===== src/rtl/scan_ctrl8.sv =====
// scan_ctrl8: time-multiplexed scan controller for an 8-digit common-select display.
// Drives the 3-to-8 decoder select, blanks between digits and double-buffers the
// display data so a host write only becomes visible at a frame boundary.
//
// state    | meaning
// ST_IDLE  | not scanning, all digits dark
// ST_BLANK | inter-digit gap, all digits dark, o_sel already on the next digit
// ST_SHOW  | digit o_sel lit with active-buffer nibble
module scan_ctrl8 #(
   parameter int DWELL = 1000,
   parameter int BLANK = 16
) (
   input  logic        i_clk,
   input  logic        i_rst,
   input  logic        i_en,
   input  logic [7:0]  i_digit_mask,
   input  logic        i_wr_vld,
   input  logic [31:0] i_wr_data,
   output logic        o_wr_rdy,
   output logic [2:0]  o_sel,
   output logic        o_blank,
   output logic [3:0]  o_digit,
   output logic        o_frame_done
);

   localparam int CNT_MAX = (DWELL > BLANK) ? DWELL : BLANK;
   localparam int CW      = (CNT_MAX < 1) ? 1 : $clog2(CNT_MAX + 1);

   // Load values are one less than the phase length: the phase ends on terminal count 0.
   localparam logic [CW-1:0] DWELL_LD = CW'(DWELL - 1);
   localparam logic [CW-1:0] BLANK_LD = CW'(BLANK - 1);
   localparam logic [CW-1:0] CNT_ONE  = CW'(1);

   typedef enum logic [1:0] {
      ST_IDLE  = 2'd0,
      ST_BLANK = 2'd1,
      ST_SHOW  = 2'd2
   } state_t;

   state_t         state_q, state_d;
   logic [2:0]     sel_q, sel_d;
   logic [CW-1:0]  cnt_q, cnt_d;
   logic           blank_q;
   logic           frame_done_q, frame_done_d;
   logic [31:0]    active_q, shadow_q;
   logic           pending_q;
   logic           xfer;
   logic [2:0]     low_idx;
   logic [2:0]     nxt_idx;
   logic           nxt_wrap;

   // Lowest enabled digit, and the next enabled digit above o_sel (wrapping to the lowest).
   always_comb begin
      low_idx  = 3'd0;
      nxt_idx  = 3'd0;
      nxt_wrap = 1'b1;
      for (int i = 7; i >= 0; i--) begin
         if (i_digit_mask[i]) begin
            low_idx = 3'(i);
         end
      end
      nxt_idx = low_idx;
      for (int i = 7; i >= 0; i--) begin
         if (i_digit_mask[i] && (3'(i) > sel_q)) begin
            nxt_idx  = 3'(i);
            nxt_wrap = 1'b0;
         end
      end
   end

   // Next-state, select and phase counter; frame end raises frame_done and the buffer swap.
   always_comb begin
      state_d      = state_q;
      sel_d        = sel_q;
      cnt_d        = cnt_q;
      frame_done_d = 1'b0;
      xfer         = 1'b0;
      case (state_q)
         ST_IDLE: begin
            if (i_en && (i_digit_mask != 8'd0)) begin
               sel_d = low_idx;
               if (BLANK == 0) begin
                  state_d = ST_SHOW;
                  cnt_d   = DWELL_LD;
               end else begin
                  state_d = ST_BLANK;
                  cnt_d   = BLANK_LD;
               end
            end
         end
         ST_BLANK: begin
            if (!i_en) begin
               state_d = ST_IDLE;
            end else if (cnt_q == '0) begin
               state_d = ST_SHOW;
               cnt_d   = DWELL_LD;
            end else begin
               cnt_d = cnt_q - CNT_ONE;
            end
         end
         ST_SHOW: begin
            if (!i_en) begin
               state_d = ST_IDLE;
            end else if (cnt_q == '0) begin
               if (i_digit_mask == 8'd0) begin
                  state_d = ST_IDLE;
               end else begin
                  sel_d        = nxt_idx;
                  frame_done_d = nxt_wrap;
                  xfer         = nxt_wrap & pending_q;
                  if (BLANK == 0) begin
                     state_d = ST_SHOW;
                     cnt_d   = DWELL_LD;
                  end else begin
                     state_d = ST_BLANK;
                     cnt_d   = BLANK_LD;
                  end
               end
            end else begin
               cnt_d = cnt_q - CNT_ONE;
            end
         end
         default: begin
            state_d = ST_IDLE;
         end
      endcase
   end

   // Scan state registers; blank is registered from the next state so it lines up with o_sel.
   always_ff @(posedge i_clk) begin
      if (i_rst) begin
         state_q      <= ST_IDLE;
         sel_q        <= 3'd0;
         cnt_q        <= '0;
         blank_q      <= 1'b1;
         frame_done_q <= 1'b0;
      end else begin
         state_q      <= state_d;
         sel_q        <= sel_d;
         cnt_q        <= cnt_d;
         blank_q      <= (state_d != ST_SHOW);
         frame_done_q <= frame_done_d;
      end
   end

   // Double buffer: host fills shadow while free; shadow moves to active only at frame end.
   always_ff @(posedge i_clk) begin
      if (i_rst) begin
         active_q  <= 32'd0;
         shadow_q  <= 32'd0;
         pending_q <= 1'b0;
      end else if (xfer) begin
         active_q  <= shadow_q;
         pending_q <= 1'b0;
      end else if (i_wr_vld && !pending_q) begin
         shadow_q  <= i_wr_data;
         pending_q <= 1'b1;
      end
   end

   assign o_wr_rdy     = ~pending_q;
   assign o_sel        = sel_q;
   assign o_blank      = blank_q;
   assign o_frame_done = frame_done_q;
   assign o_digit      = active_q[{sel_q, 2'b00} +: 4];

endmodule


===== config.mk =====
export PLATFORM = sky130hd
export DESIGN_NAME = scan_ctrl8
export DESIGN_NICKNAME = d
export VERILOG_FILES = /design/src/rtl/scan_ctrl8.sv
export SDC_FILE = /design/constraint.sdc
export NUM_CORES = 1
export LEC_CHECK = 0
export BUFFER_PORTS_ARGS = -buffer_cell sky130_fd_sc_hd__buf_4
export CAP_MARGIN = 0
export CORE_MARGIN = 2
export CORE_UTILIZATION = 60
export DETAILED_ROUTE_END_ITERATION = 10
export PLACE_DENSITY_LB_ADDON = 0.1
export SYNTH_ARGS = -nofsm -noshare
export SYNTH_HDL_FRONTEND = slang
export SYNTH_SLANG_ARGS = --single-unit

===== constraint.sdc =====
create_clock -name i_clk -period 3.6 [get_ports i_clk]
set_input_delay 0.36 -clock i_clk [delete_from_list [all_inputs] [get_ports i_clk]]
set_output_delay 0.36 -clock i_clk [all_outputs]
set_load 0.02 [all_outputs]

==> reports/summary.txt, run 1 <==
Register share of total power: 47.3%
Post-route ant nets: 0
Register area: 1640 µm²
Wire per inst: 13.9 µm
Initial core utilization: 62.7%
Switch share: 25.1%
Setup bufs post-CTS: 0
Via-to-Cell Ratio: 5.56
Gr usage total: 22.8%
IO Port Bufs: 53
Cts hold-fix bufs: 0
TNS Setup: 0 ns
WP data required: 3.79 ns
1st-iter DRT viols: 126
Multi-input gate area: 1950 µm²
CP Capture Type: flop
Cells after synthesis: 431
Power Density: 466 nW/µm²
Worst Path Buf+Inv: 5
Clk root buf: clkbuf_8
Worst clock skew: 0.00709 ns
CP startpoint kind: flop
Met2 track demand over resource: 38.0%
Mapped Nets: 480
Status: complete, no violations
Max_cap viols: 0
Pre-antenna DRT Iters: 4
Period minus WS final: 2.55 ns
Initial antenna violation count: 0
Post-detail-place hpwl: 5280 µm
Via count: 3,087
Logic gate share of total power: 13.4%
Post-synthesis sequential area ratio: 43.7%
Final Hold Fails: 0
Synth Cell Area: 3760 µm²
Die height: 83.1 µm
Hold Crit Class: primary input to flop
Ports: 54
Slowest CP cell: nand4_4
Layout cells sized above 1: 20.4%
CTS resizes: 0
Num CTS Buffers: 9
Clock latency on the worst-skew pair: 0.34 ns
GPL Wtd Cong: 0.848
Clock Power Share: 39.3%
Final nets: 524
Deepest clock path buffer count: 2
Largest net degree at the start of global routing: 79
Mapped Avg Cell Area: 8.71 µm²
Post-synth ARST share: 0%
CTS tree: done
Global-route track usage on met3: 3.78%
Largest delay share family, worst path: buffers and inverters
Worst-Margin Slew: 1.08 ns
Post-synth EDFFs: 0
Most used routing layer: met2
H-tree Lvls: 3
First-pass GRT wire length: 13,200 µm
Vias in the first global route: 2,945
Crit-path cells: inv_1 > ha_1 > buf_4 > inv_1 > a31oi_1 > nand4_4 > buf_4 > inv_2 > nor3_1
Netlist cell types: 52
Post-route clock period utilization: 70.7%
Slew Viols, Final: 0
Critical R2R Launch: state_q[0]$_SDFF_PP0_
Psw: 0.517 mW
Total Die Area: 6910 µm²
FP Rows: 28
Post-Place Worst Slack: 1.07 ns
Number of fill cells: 457
Warnings, synthesis: 0
Arrival time at the worst endpoint: 2.74 ns
Remaining DRCs: 0
Worst vdd ir: 0.345 mV
Register bit total from synthesis: 82
Core area: 5990 µm²
Max Freq: 393 MHz
Antenna Cells: 0
Synthesis-to-finish area growth: 17.5%
Min-delay src: i_wr_data[23]
Main synth FF type: dfxtp_1
Sink Count: 82
Final setup vio count: 0
Final WS setup: 1.05 ns
Die width: 83.1 µm
P_int: 1.54 mW
Worst Path Max Fanout: 33
RSZ-0062 raised after global routing: no
Total gr overflow: 0
M1 GR Usage: 30.0%
CP startpoint: state_q[0]$_SDFF_PP0_
DRT Wirelength: 7710 µm
Slew HR: 27.7%
Leak: 1.97 nW
Clock-pin slew on the worst setup and hold paths: 0.08 ns
Crit path kind: flop to flop
Crit-path max cell delay: 0.68 ns
power groups by stage:
stage | combinational (mW) | clock, mW | sequential (mW)
after floorplan | 0.191 | 0 | 0.987
after global placement | 0.269 | 0 | 0.993
after detailed placement | 0.275 | 0 | 0.994
after CTS | 0.277 | 0.827 | 0.972
after global routing | 0.308 | 0.861 | 0.978
final | 0.275 | 0.809 | 0.973
path summary, 6_finish.rpt:
path | cells past startpoint | slack (ns) | endpoint
setup / recovery | 9 | 1.05 | pending_q$_SDFFE_PP0P_
hold / removal | 3 | 0.26 | shadow_q[23]$_SDFFE_PP0P_
setup reg to reg | 9 | 1.05 | pending_q$_SDFFE_PP0P_
hold reg to reg | 2 | 0.46 | shadow_q[9]$_SDFFE_PP0P_
flip-flops by register name (all words and copies together) (netlist names):
register,count
active_q,32
shadow_q,32
cnt_q,10
o_sel,3
state_q,2
o_blank,1
o_frame_done,1
pending_q,1
cell type report:
| class | instances | area share [%] |
|---|---|---|
| Clock buffer | 10 | 3.12 |
| Sequential cell | 82 | 37.2 |
| Timing Repair Buffer | 58 | 9.87 |
| Multi-Input combinational cell | 312 | 44.1 |
| Clock inverter | 6 | 2.55 |
| Tap cell | 75 | 2.13 |
| Inverter | 12 | 1.02 |
cell usage after synthesis (4+ instances only):
library cell / number / area share, %
a21oi_1: 45 / 6.0
o21ai_0: 9 / 1.2
nor2_1: 57 / 5.7
nor3_1: 5 / 0.67
clkbuf_1: 15 / 1.5
mux2i_1: 33 / 8.8
ha_1: 5 / 1.7
nand3_1: 7 / 0.93
a31oi_1: 6 / 1.0
dfxtp_1: 82 / 44
mux4_2: 8 / 4.8
buf_6: 4 / 1.2
buf_1: 5 / 0.50
inv_1: 11 / 1.1
nand2_1: 89 / 8.9
metal layers:
layer  vias up  routed length, µm
met2        76               3790
met1      1425               3490
met5         -                  0
li1       1577                  -
met4         0                 95
met3         9                328
cell usage in the layout (no fill, tap or decap), types with 3 or more instances in the layout:
cell / n
a311oi_1: 3
clkbuf_8: 10
or2_2: 3
a31oi_1: 6
nand3_1: 7
a21oi_1: 45
nand2b_1: 3
nand2_1: 89
dfxtp_1: 82
nor2_1: 57
buf_4: 58
mux4_2: 8
nor3_1: 5
inv_1: 11
o21ai_0: 9
mux2i_1: 33
ha_1: 5
bufinv_16: 3
cells by family after synthesis:
logic type,synth area share (%)
mux,13.6
compound gates,14.5
flops,43.7
xor+xnor,0.700
fa+ha+maj,1.93
buf+inv,4.53
simple gates,21.1
worst min-delay path, cell delays in order:
cell     delay, ns
buf_4         0.11
nand2_1       0.04
a21oi_1       0.05
stage by stage:
| stage | cells | hold WS (ns) | power [mW] | instance area, µm² | util, % |
|---|---|---|---|---|---|
| finish | 555 | 0.260 | 2.06 | 4410 | 73.7 |
| global route | 555 | 0.257 | 2.15 | 4410 | 73.7 |
| CTS | 555 | 0.240 | 2.08 | 4410 | 73.7 |
| detailed placement | 539 | 0.449 | 1.27 | 4160 | 69.5 |
| global placement | 539 | 0.443 | 1.26 | 4160 | 69.5 |
| floorplan | 431 | 0.436 | 1.18 | 3760 | - |
Note: power is estimated with default switching activity, not from simulation.
==> inputs of run 2 (changes only) <==
Settings changed: CORE_UTILIZATION 60 to 51.
Clock period 3.6 ns to 2.3 ns, I/O delays scaled along.
==> reports/summary.txt, run 2 (synthesis gave the netlist of run 1 again) <==
Status: complete, no violations
Crit-path max cell delay: 0.53 ns (-0.15 ns)
Largest delay share family, worst path: multiplexers
Clock-pin slew on the worst setup and hold paths: 0.08 ns (about the same)
IO Port Bufs: 53 (unchanged)
Setup bufs post-CTS: 0 (unchanged)
Worst Hold Depth: 3 (unchanged)
Remaining DRCs: 0 (unchanged)
FP Rows: 31 (+11%)
Largest net degree at the start of global routing: 79 (unchanged)
Pre-antenna DRT Iters: 5 (+1)
Final nets: 527 (+0.57%)
Min-delay src: i_wr_data[3]
Deepest clock path buffer count: 2 (unchanged)
Clock latency on the worst-skew pair: 0.36 ns (+0.02 ns)
CTS tree: done
Wire per inst: 13.9 µm (-0.27%)
Worst Path Max Fanout: 8 (-76%)
Register share of total power: 49.3% (+2.0 points)
Ports: 54 (unchanged)
Reg-to-Reg End: cnt_q[8]$_SDFFE_PP0P_
First-pass GRT wire length: 13,700 µm (+3.9%)
H-tree Lvls: 3 (unchanged)
Commonest non-fill, non-tap cell in the layout: nand2_1
Synthesis-to-finish area growth: 18.4%
P_int: 2.27 mW (+48%)
WP data required: 2.07 ns (-1.72 ns)
Antenna Cells: 0 (unchanged)
Worst vdd ir: 0.373 mV (+8.1%)
Commonest non-fill, non-tap cells in the layout: nand2_1 (89), dfxtp_1 (82), buf_4 (60)
Worst hold margin: 0.112 ns (-0.149 ns)
Max Freq: 469 MHz
Crit-path cells: buf_4 > mux4_2 > nand2_1 > nand2_1 > buf_4
Register area: 1640 µm² (unchanged)
Gr usage total: 20.7% (-2.0 points)
Worst clock skew: 0.0113 ns (+0.00423 ns)
Critical R2R Launch: cnt_q[0]$_SDFFE_PP0P_
Crit path kind: flop to primary output
Num CTS Buffers: 9 (unchanged)
Slew Viols, Final: 0 (unchanged)
Post-route ant nets: 0 (unchanged)
Via-to-Cell Ratio: 5.35 (-3.9%)
CP startpoint kind: flop
1st-iter DRT viols: 123 (-2.4%)
Biggest regs: active_q (32), shadow_q (32), cnt_q (10)
R2R Setup Slk: 0.25 ns (-0.80 ns)
Via count: 3,112 (+0.81%)
Total gr overflow: 0 (unchanged)
Logic gate share of total power: 14.0% (+0.6 points)
Slowest CP cell: mux4_2
CP Capture Type: primary output
Placed insts: 566 (+5.0%)
Worst-Margin Slew: 0.797 ns (-0.285 ns)
Leak: 1.97 nW (about the same)
Final Hold Fails: 0 (unchanged)
Initial core utilization: 52.3% (-10 points)
Finished Layout Cells: 582 (+4.9%)
Max_cap viols: 0 (unchanged)
DRT Wirelength: 8060 µm (+4.6%)
CTS resizes: 0 (unchanged)
Post-detail-place hpwl: 5490 µm (+3.8%)
Post-route clock period utilization: 92.7%
Die height: 89.8 µm (+8.1%)
Hold Crit Class: primary input to flop
Worst Path Buf+Inv: 2 (-3)
Vias in the first global route: 2,930 (-0.51%)
Total Die Area: 8070 µm² (+17%)
Final setup vio count: 0 (unchanged)
Number of fill cells: 640 (+40%)
Period minus WS final: 2.13 ns
Layout cells sized above 1: 20.7% (+0.29 points)
Clock Power Share: 36.8% (-2.5 points)
Arrival time at the worst endpoint: 1.90 ns (-0.84 ns)
Switch share: 26.5% (+1.3 points)
RSZ-0062 raised after global routing: no
Initial antenna violation count: 0 (unchanged)
Worst r2r path cells: 8 (-1)
Sink Count: 82 (unchanged)
Core area: 7180 µm² (+20%)
Power Density: 696 nW/µm² (+49%)
GPL Wtd Cong: 0.866 (+2.2%)
Psw: 0.819 mW (+58%)
Multi-input gate area: 1950 µm² (unchanged)
TNS Setup: 0 ns (unchanged)
Die width: 89.8 µm (+8.1%)
Clk root buf: clkbuf_8
Cts hold-fix bufs: 0 (unchanged)
Hold EP: shadow_q[3]$_SDFFE_PP0P_
Slew HR: 46.9% (+19 points)
-- run 2: metal layers --
metal,wire length [µm],global-route usage (%)
met2,3940,34.8
met1,3640,26.0
met5,0,0
met3,327,4.86
met4,155,7.69
-- run 2: tightest hold or removal path, cell delays in order --
cell and delay [ns]:
buf_4 0.11, nand2_1 0.04, a21oi_1 0.05
-- run 2: how the worst max path moves through the flow --
stage	startpoint	cells after the start	endpoint
2_1_floorplan	o_sel[0]$_SDFFE_PP0P_	4	o_digit[0]
5_1_grt	cnt_q[0]$_SDFFE_PP0P_	8	o_sel[2]$_SDFFE_PP0P_
3_5_place_dp	i_digit_mask[6]	8	active_q[17]$_SDFFE_PP0P_
6_report	o_sel[0]$_SDFFE_PP0P_	5	o_digit[0]
4_1_cts	o_sel[0]$_SDFFE_PP0P_	5	o_digit[0]
3_3_place_gp	i_digit_mask[6]	8	active_q[2]$_SDFFE_PP0P_
-- run 2: stage by stage --
| step | worst slack (ns) | instance area [µm²] | util [%] | power [mW] |
|---|---|---|---|---|
| after detailed placement | 0.248 | 4230 | 58.9 | 1.99 |
| after global placement | 0.281 | 4230 | 58.9 | 1.99 |
| after CTS | 0.135 | 4450 | 62.0 | 3.11 |
| after floorplan | 0.408 | 3760 | - | 1.84 |
| final | 0.169 | 4450 | 62.0 | 3.09 |
| after global routing | 0.0194 | 4450 | 62.0 | 3.24 |
-- run 2: final cells by class --
cell class | instances | share of cell area [%]
Clock buffer | 10 | 2.87
Tap cell | 99 | 2.79
Clock inverter | 6 | 2.03
Timing Repair Buffer | 61 | 10.6
Sequential cell | 82 | 36.9
Multi-Input combinational cell | 312 | 43.8
Inverter | 12 | 1.01
-- run 2: power by group through the flow --
stage               sequential, mW  combinational [mW]  clock, mW
global placement              1.55               0.430          0
global route                  1.53               0.483       1.22
finish                        1.52               0.433       1.14
CTS                           1.52               0.435       1.16
detailed placement            1.56               0.434          0
floorplan                     1.54               0.299          0
==> inputs of run 3 (changes only) <==
Settings changed: CORE_ASPECT_RATIO set to 0.8.
==> reports/summary.txt, run 3 (synthesis gave the netlist of run 1 again) <==
CP startpoint kind: flop
WP data required: 2.07 ns (about the same)
First-pass GRT wire length: 13,800 µm (+0.90%)
Final Hold Fails: 0 (unchanged)
Via count: 3,161 (+1.6%)
Register area: 1640 µm² (unchanged)
Layout cells sized above 1: 21.2% (+0.53 points)
CP startpoint: o_sel[0]$_SDFFE_PP0P_
Hold Crit Class: primary input to flop
Worst clock skew: 0.00668 ns (-0.00464 ns)
IO Port Bufs: 53 (unchanged)
Cts hold-fix bufs: 0 (unchanged)
RSZ-0062 raised after global routing: no
TNS Setup: 0 ns (unchanged)
Clk root buf: clkbuf_8
Ports: 54 (unchanged)
H-tree Lvls: 3 (unchanged)
Max_cap viols: 0 (unchanged)
Arrival time at the worst endpoint: 1.90 ns (about the same)
Status: complete, no violations
Total gr overflow: 0 (unchanged)
Min-delay src: i_wr_data[31]
Remaining DRCs: 0 (unchanged)
Antenna Cells: 0 (unchanged)
Die width: 100 µm (+11%)
M1 GR Usage: 28.9% (+2.9 points)
Biggest regs: active_q (32), shadow_q (32), cnt_q (10)
Slew Viols, Final: 0 (unchanged)
Worst vdd ir: 0.345 mV (-7.6%)
Post-route clock period utilization: 92.7% (about the same)
Vias in the first global route: 2,969 (+1.3%)
Post-route ant nets: 0 (unchanged)
Core Util, Final: 63.5% (+1.5 points)
Core area: 6990 µm² (-2.5%)
Largest net degree at the start of global routing: 79 (unchanged)
DRT Wirelength: 8040 µm (-0.21%)
Slew HR: 45.0% (-1.9 points)
Sink Count: 82 (unchanged)
Worst Path Max Fanout: 10 (+2)
Power, Total: 3.05 mW (-1.3%)
Worst Hold Depth: 3 (unchanged)
Crit-path max cell delay: 0.53 ns (about the same)
FP Rows: 27 (-13%)
Leak: 1.98 nW (+0.46%)
Worst r2r path cells: 7 (-1)
Largest delay share family, worst path: multiplexers
Clock latency on the worst-skew pair: 0.35 ns (about the same)
Critical R2R Launch: cnt_q[0]$_SDFFE_PP0P_
CTS tree: done
CTS resizes: 0 (unchanged)
Slowest CP cell: mux4_2
Worst Path Buf+Inv: 2 (unchanged)
Initial antenna violation count: 0 (unchanged)
Final setup vio count: 0 (unchanged)
Met2 track demand over resource: 33.9% (-0.93 points)
Fin area: 4440 µm² (-0.14%)
Final nets: 529 (+0.38%)
Wire per inst: 14.1 µm (+1.5%)
Worst-Margin Slew: 0.826 ns (+0.0290 ns)
R2R Setup Slk: 0.21 ns (-0.04 ns)
Via-to-Cell Ratio: 5.53 (+3.4%)
Die height: 80.8 µm (-10%)
CP Capture Type: primary output
1st-iter DRT viols: 219 (+78%)
DP Area: 4230 µm² (unchanged)
GPL Wtd Cong: 0.844 (-2.6%)
Gr usage total: 21.3% (+0.58 points)
Initial core utilization: 53.7% (+1.4 points)
Total Die Area: 8070 µm² (about the same)
Post-detail-place hpwl: 5540 µm (+1.0%)
Crit path kind: flop to primary output
Num CTS Buffers: 9 (unchanged)
Synthesis-to-finish area growth: 18.2%
Setup bufs post-CTS: 0 (unchanged)
Number of fill cells: 611 (-4.5%)
Max Freq: 469 MHz (about the same)
Power Density: 688 nW/µm² (-1.2%)
Crit-path cells: buf_4 > mux4_2 > nand2_1 > nand2_1 > buf_4
Deepest clock path buffer count: 2 (unchanged)
Global-route track usage on met3: 5.77% (+0.90 points)
Commonest non-fill, non-tap cell in the layout: nand2_1
Clock-pin slew on the worst setup and hold paths: 0.08 ns (about the same)
Multi-input gate area: 1950 µm² (unchanged)
CP Depth: 5 (unchanged)
Period minus WS final: 2.13 ns (+0.00154 ns)
Most used routing layer: met2
Commonest non-fill, non-tap cells in the layout: nand2_1 (89), dfxtp_1 (82), buf_4 (62)
Pre-antenna DRT Iters: 5 (unchanged)
-- run 3: changes by cell type in the layout (fill, tap and decap cells not counted) --
cell / previous run / this run
clkbuf_8: 9 / 11
clkinv_4: 1 / 0
inv_6: 1 / 2
clkbuf_1: 1 / 0
bufinv_16: 2 / 1
buf_4: 60 / 62
-- run 3: stage by stage --
stage               std cells  hold slack (ns)  setup slack [ns]
finish                    572            0.118             0.167
global route              572           0.0953            0.0513
CTS                       572            0.109             0.166
detailed placement        556            0.449             0.224
global placement          556            0.444             0.281
floorplan                 431            0.366             0.408
-- run 3: power by group --
group	switching (mW)	internal (mW)
sequential	0.0482	1.47
combinational	0.255	0.191
clock	0.519	0.567
-- run 3: path summary, 6_finish.rpt --
| path | end |
|---|---|
| setup / recovery | o_digit[3] |
| hold / removal | shadow_q[31]$_SDFFE_PP0P_ |
| setup reg to reg | cnt_q[5]$_SDFFE_PP0P_ |
| hold reg to reg | shadow_q[29]$_SDFFE_PP0P_ |
-- run 3: final cells by class --
cell class | instances | area share, %
Multi-Input combinational cell | 312 | 43.9
Sequential cell | 82 | 37.0
Timing Repair Buffer | 63 | 10.9
Clock buffer | 11 | 3.41
Tap cell | 87 | 2.45
Clock inverter | 5 | 1.35
Inverter | 12 | 1.01
-- run 3: tightest hold or removal path, stage by stage --
cell,delay [ns]
buf_4,0.11
nand2_1,0.04
a21oi_1,0.05
-- run 3: metal layers --
metal  wire length [µm]  part of all wire, %
met1               3750                   47
met2               3710                   46
met3                499                  6.2
met4                 83                  1.0
met5                  0                    0
